File: src/rtl/multicycle_control.sv
// Multicycle RV-subset controller: FETCH/DECODE/EXEC sequencing with memory
// wait states, a wait-cycle watchdog and sticky illegal/timeout flags.
module multicycle_control #(
    parameter int unsigned TIMEOUT_CYCLES = 15
) (
    input  logic       clk,
    input  logic       rst_n,
    input  logic [6:0] opcode,
    input  logic       zero,
    input  logic       mem_ready,
    output logic       mem_req,
    output logic       mem_we,
    output logic       iord,
    output logic       ir_write,
    output logic       pc_write,
    output logic       pc_src,
    output logic       alu_src_a,
    output logic [1:0] alu_src_b,
    output logic [1:0] ALUOp,
    output logic       reg_write,
    output logic       mem_to_reg,
    output logic [3:0] state,
    output logic       instr_done,
    output logic       illegal,
    output logic       timeout
);

    localparam int unsigned CNT_W = 8;
    localparam logic [CNT_W-1:0] TIMEOUT_LIM = CNT_W'(TIMEOUT_CYCLES);
    localparam logic TIMEOUT_EN = (TIMEOUT_CYCLES != 0);

    localparam logic [6:0] OP_R    = 7'b0110011;
    localparam logic [6:0] OP_ADDI = 7'b0010011;
    localparam logic [6:0] OP_LD   = 7'b0000011;
    localparam logic [6:0] OP_SD   = 7'b0100011;
    localparam logic [6:0] OP_BEQ  = 7'b1100011;

    typedef enum logic [3:0] {
        S_FETCH     = 4'd0,
        S_DECODE    = 4'd1,
        S_MEM_ADDR  = 4'd2,
        S_MEM_READ  = 4'd3,
        S_MEM_WB    = 4'd4,
        S_MEM_WRITE = 4'd5,
        S_EXEC_R    = 4'd6,
        S_EXEC_I    = 4'd7,
        S_ALU_WB    = 4'd8,
        S_BRANCH    = 4'd9,
        S_HALT      = 4'd10
    } state_t;

    state_t           state_q, state_d;
    logic [CNT_W-1:0] cnt_q, cnt_d;
    logic             illegal_q, illegal_d;
    logic             timeout_q, timeout_d;
    logic             mem_wait;
    logic             tmo_hit;

    assign tmo_hit = TIMEOUT_EN && (cnt_q == TIMEOUT_LIM);

    // State, wait counter and sticky flags
    always_ff @(posedge clk or negedge rst_n) begin
        if (!rst_n) begin
            state_q   <= S_FETCH;
            cnt_q     <= '0;
            illegal_q <= 1'b0;
            timeout_q <= 1'b0;
        end else begin
            state_q   <= state_d;
            cnt_q     <= cnt_d;
            illegal_q <= illegal_d;
            timeout_q <= timeout_d;
        end
    end

    // Next state and control outputs; everything held at 0 while in reset
    always_comb begin
        state_d    = state_q;
        cnt_d      = cnt_q;
        illegal_d  = illegal_q;
        timeout_d  = timeout_q;
        mem_wait   = 1'b0;
        mem_req    = 1'b0;
        mem_we     = 1'b0;
        iord       = 1'b0;
        ir_write   = 1'b0;
        pc_write   = 1'b0;
        pc_src     = 1'b0;
        alu_src_a  = 1'b0;
        alu_src_b  = 2'b00;
        ALUOp      = 2'b00;
        reg_write  = 1'b0;
        mem_to_reg = 1'b0;
        instr_done = 1'b0;

        if (rst_n) begin
            case (state_q)
                S_FETCH: begin
                    mem_req   = 1'b1;
                    alu_src_b = 2'b01;
                    ir_write  = mem_ready;
                    pc_write  = mem_ready;
                    mem_wait  = !mem_ready;
                    if (mem_ready) begin
                        state_d = S_DECODE;
                    end else if (tmo_hit) begin
                        state_d   = S_HALT;
                        timeout_d = 1'b1;
                    end
                end
                S_DECODE: begin
                    alu_src_b = 2'b10;
                    case (opcode)
                        OP_LD, OP_SD: state_d = S_MEM_ADDR;
                        OP_R:         state_d = S_EXEC_R;
                        OP_ADDI:      state_d = S_EXEC_I;
                        OP_BEQ:       state_d = S_BRANCH;
                        default: begin
                            state_d   = S_HALT;
                            illegal_d = 1'b1;
                        end
                    endcase
                end
                S_MEM_ADDR: begin
                    alu_src_a = 1'b1;
                    alu_src_b = 2'b10;
                    state_d   = (opcode == OP_SD) ? S_MEM_WRITE : S_MEM_READ;
                end
                S_MEM_READ: begin
                    mem_req  = 1'b1;
                    iord     = 1'b1;
                    mem_wait = !mem_ready;
                    if (mem_ready) begin
                        state_d = S_MEM_WB;
                    end else if (tmo_hit) begin
                        state_d   = S_HALT;
                        timeout_d = 1'b1;
                    end
                end
                S_MEM_WB: begin
                    reg_write  = 1'b1;
                    mem_to_reg = 1'b1;
                    instr_done = 1'b1;
                    state_d    = S_FETCH;
                end
                S_MEM_WRITE: begin
                    mem_req  = 1'b1;
                    mem_we   = 1'b1;
                    iord     = 1'b1;
                    mem_wait = !mem_ready;
                    if (mem_ready) begin
                        instr_done = 1'b1;
                        state_d    = S_FETCH;
                    end else if (tmo_hit) begin
                        state_d   = S_HALT;
                        timeout_d = 1'b1;
                    end
                end
                S_EXEC_R: begin
                    alu_src_a = 1'b1;
                    ALUOp     = 2'b10;
                    state_d   = S_ALU_WB;
                end
                S_EXEC_I: begin
                    alu_src_a = 1'b1;
                    alu_src_b = 2'b10;
                    state_d   = S_ALU_WB;
                end
                S_ALU_WB: begin
                    reg_write  = 1'b1;
                    instr_done = 1'b1;
                    state_d    = S_FETCH;
                end
                S_BRANCH: begin
                    alu_src_a  = 1'b1;
                    ALUOp      = 2'b01;
                    pc_src     = 1'b1;
                    pc_write   = zero;
                    instr_done = 1'b1;
                    state_d    = S_FETCH;
                end
                S_HALT:  state_d = S_HALT;
                default: state_d = S_FETCH;
            endcase

            // Wait counter only runs while a memory state is stalled
            if (state_d != state_q) begin
                cnt_d = '0;
            end else if (mem_wait) begin
                cnt_d = cnt_q + CNT_W'(1);
            end
        end
    end

    assign state   = state_q;
    assign illegal = illegal_q;
    assign timeout = timeout_q;

endmodule

File: config.mk
export PLATFORM = sky130hd
export DESIGN_NAME = multicycle_control
export DESIGN_NICKNAME = d
export VERILOG_FILES = /design/src/rtl/multicycle_control.sv
export SDC_FILE = /design/constraint.sdc
export NUM_CORES = 1
export LEC_CHECK = 0
export BUFFER_PORTS_ARGS = -buffer_cell sky130_fd_sc_hd__buf_2
export CELL_PAD_IN_SITES_DETAIL_PLACEMENT = 0
export CELL_PAD_IN_SITES_GLOBAL_PLACEMENT = 2
export CORE_MARGIN = 8
export CORE_UTILIZATION = 32
export CTS_CLUSTER_DIAMETER = 100
export DETAILED_ROUTE_END_ITERATION = 8
export PLACE_DENSITY = 0.95
export SLEW_MARGIN = 40
export SYNTH_ARGS = -nofsm -noshare
export SYNTH_HDL_FRONTEND = slang
export SYNTH_SLANG_ARGS = --single-unit
File: constraint.sdc
create_clock -name clk -period 3 [get_ports clk]
set_input_delay 0.3 -clock clk [delete_from_list [all_inputs] [get_ports clk]]
set_output_delay 0.3 -clock clk [all_outputs]
set_load 0.01 [all_outputs]
==> flow_summary.toml <==
[setup_path]
cp_max_fo = 21
crit_arrival_ns = 2.41
cp-end-kind = "register"
worst_ep_required_time_ns = 3.15
crit_type = "register to register"
crit_path_start_kind = "register"

[global_routing]
gr-total-overflow = 0
antenna_found_initial = 0
grt_pass1_vias = 1191
grt_pass1_wl_um = 5660
grt_max_degree = 26
grt_usage_pct = 11.0

[power]
seq_power_share_pct = 30.3
ir_drop_mv = 0.244
p_leak_nw = 0.626
comb_power_share_pct = 51.9
p_sw_share_pct = 46.2
power_w = 0.00108
power.share.clock_pct = 17.8
p_int_w = 0.000580
powerDensity_nw_per_um2 = 725
switching_power_w = 0.000497

[sta]
fin_ws_ns = 0.743
setup_viol = 0
hold_viol_final = 0
max_freq_mhz = 443
slew_headroom_pct = 54.9
fin_crit_sh_pct = 75.2
tightest_slew_ns = 0.677
setup_tns_ns = 0
finalCriticalPeriod_ns = 2.26
maxSlewViolCount = 0
grt_setup_unrepaired = "false"
fin_worst_skew_ns = 0.00406

[synth]
muxShareOfSynthArea_pct = 0.794
yosys_most_used_dff = "dfrtp_1"
yosys.area_share.simple_pct = 33.0
yosys.area.top_type_share_pct = 27.8
synth-xor-area-share_pct = 3.38
synth_fa_ha_area_share_pct = 0.993
ys_types = 55
yosysTopAreaCell = "dfrtp_1"
synth_seq_cells = 14
netlist_area_um2 = 1260
postSynthAreaPerCell_um2 = 7.87
synth_top_family_by_area = "simple AND/OR/NAND/NOR gates"
synth-edff-count = 0
synthTopCellsByArea = "dfrtp_1 28%, nand2_1 4.8%, nor2_1 4.8%"
ys_warn_count = 0
synth_compound_area_share_pct = 27.2
ys_seq_area_share_pct = 27.8
synth_fp_nets = 172
synthCells = 160
async_flop_share_pct = 100

[place]
hpwl_um = 2510
gp_congestion = 0.814
portBuffers = 30
pre_cts_slack_ns = 0.755

[floorplanning]
die-area_um2 = 6200
die_w_um = 78.8
start_util_pct = 32.4
fp.coreArea_um2 = 3880
rows = 23
die_y_um = 78.8
io_pins = 31

[clocking]
clk_path_buf_depth = 2
cts_hold_buf = 0
cts_max_level = 1
clkTransAtPathRegs_ns = 0.07
postCtsSetupBuffers = 0
cts_resized = 0
clock-root-buffer = "clkbuf_8"
cts.sinks = 14
cts_tree = "yes"
clk_latency_ns = 0.25
cts_buffers = 3

[status]
status = "completed"

[layout]
nNetsFinal = 199
antennaDiodeCount = 0
drive_gt1_share_pct = 26.9
layout-area-overhead-vs-synth_pct = 18.0

[drt]
first_iter_violations = 103
vias = 1267
ant_nets = 0
drc_errors = 0
first_pass_iters = 4
wl_per_cell_um = 14.2
drt_wl_total_um = 3360
viasPerCell = 5.37

[worst_hold_path]
hold_class = "input port to async pin"

[run]
max_cap_violations = 0
[sequential cells by signal, summed over array words and instances, names as in the netlist]
signal   cells
cnt_q        8
illegal      1
state        4
timeout      1
[final timing paths]
path | from | end | slack [ns] | depth (start not counted)
setup / recovery | state[1]$_DFFE_PN0P_ | cnt_q[2]$_DFFE_PN0P_ | 0.74 | 6
hold / removal | rst_n | cnt_q[6]$_DFFE_PN0P_ | 0.05 | 2
min in group clk | opcode[6] | illegal$_DFFE_PN0P_ | 0.45 | 3
hold reg to reg | illegal$_DFFE_PN0P_ | illegal$_DFFE_PN0P_ | 0.47 | 1
setup reg to reg | state[1]$_DFFE_PN0P_ | cnt_q[2]$_DFFE_PN0P_ | 0.74 | 6
max in group asynchronous | rst_n | state[2]$_DFFE_PN0P_ | 2.73 | 2
[synth_stat cells, types with 3 or more instances]
cell type  number
inv_2           3
dfrtp_1        14
o21ai_1         6
nand2b_1        5
nand3_1        10
clkbuf_1        3
nor3_1          7
nor2_1         16
nand2_1        16
o22ai_1         3
a31oi_1         4
inv_1           5
a21oi_1         9
or3_1           3
buf_2           3
[final cells by class]
class	instances	area (um2)
Sequential cell	14	350
Clock buffer	4	55.1
Timing Repair Buffer	32	165
Multi-Input combinational cell	128	823
Tap cell	50	62.6
Fill cell	417	2400
Inverter	8	30.0
[worst max-delay path, cell delays in order (launching register included)]
cell	delay, ns
dfrtp_1	0.78
and4bb_4	0.33
a2bb2oi_2	0.15
nor2_1	0.10
a311oi_4	0.46
nand2_4	0.12
o311ai_2	0.22
[power groups by stage]
stage | registers [W] | clock network [W] | logic (W)
final | 0.000327 | 0.000192 | 0.000559
after global routing | 0.000339 | 0.000202 | 0.000620
after CTS | 0.000328 | 0.000195 | 0.000563
after detailed placement | 0.000331 | 0 | 0.000561
after global placement | 0.000329 | 0 | 0.000568
after floorplan | 0.000253 | 0 | 0.000513
[layout by cell type, fill, tap and decap left out, types with 3 or more instances in the layout]
cell      count
a31oi_1       4
nor2_1       16
inv_1         5
dfrtp_1      14
a21oi_1       9
clkbuf_8      4
nand3_1      10
inv_2         3
nand2b_1      5
o21ai_1       6
buf_2        30
nor3_1        7
nand2_1      16
o22ai_1       3
or3_1         3
[stage by stage]
| step | util [%] | hold slack [ns] | cell area [um2] | std cells |
|---|---|---|---|---|
| final | 38.3 | 0.0467 | 1490 | 236 |
| after global routing | 38.3 | 0.0785 | 1490 | 236 |
| after CTS | 38.3 | 0.0629 | 1490 | 236 |
| after detailed placement | 36.8 | 0.331 | 1430 | 232 |
| after global placement | 36.8 | 0.341 | 1430 | 232 |
| after floorplan | - | 0.00441 | 1260 | 160 |
[per-layer routing]
layer | up-vias | global-route usage [%] | part of all wire (%)
met5 | - | 0 | 0
met4 | 0 | 2.78 | 0.83
met3 | 4 | 2.60 | 5.9
met2 | 31 | 17.8 | 47
met1 | 597 | 14.2 | 46
li1 | 635 | - | -
[cell families (layout without fill, tap and decap cells)]
group | count (synthesis) | after routing
AOI/OAI and AO/OA | 46 | 46
xor gates and xnor gates | 4 | 4
adders and majority gates | 1 | 1
buffers and inverters | 18 | 44
DFF | 14 | 14
muxes | 1 | 1
and+or+nand+nor | 76 | 76
Power figures use the tool's default switching activity.
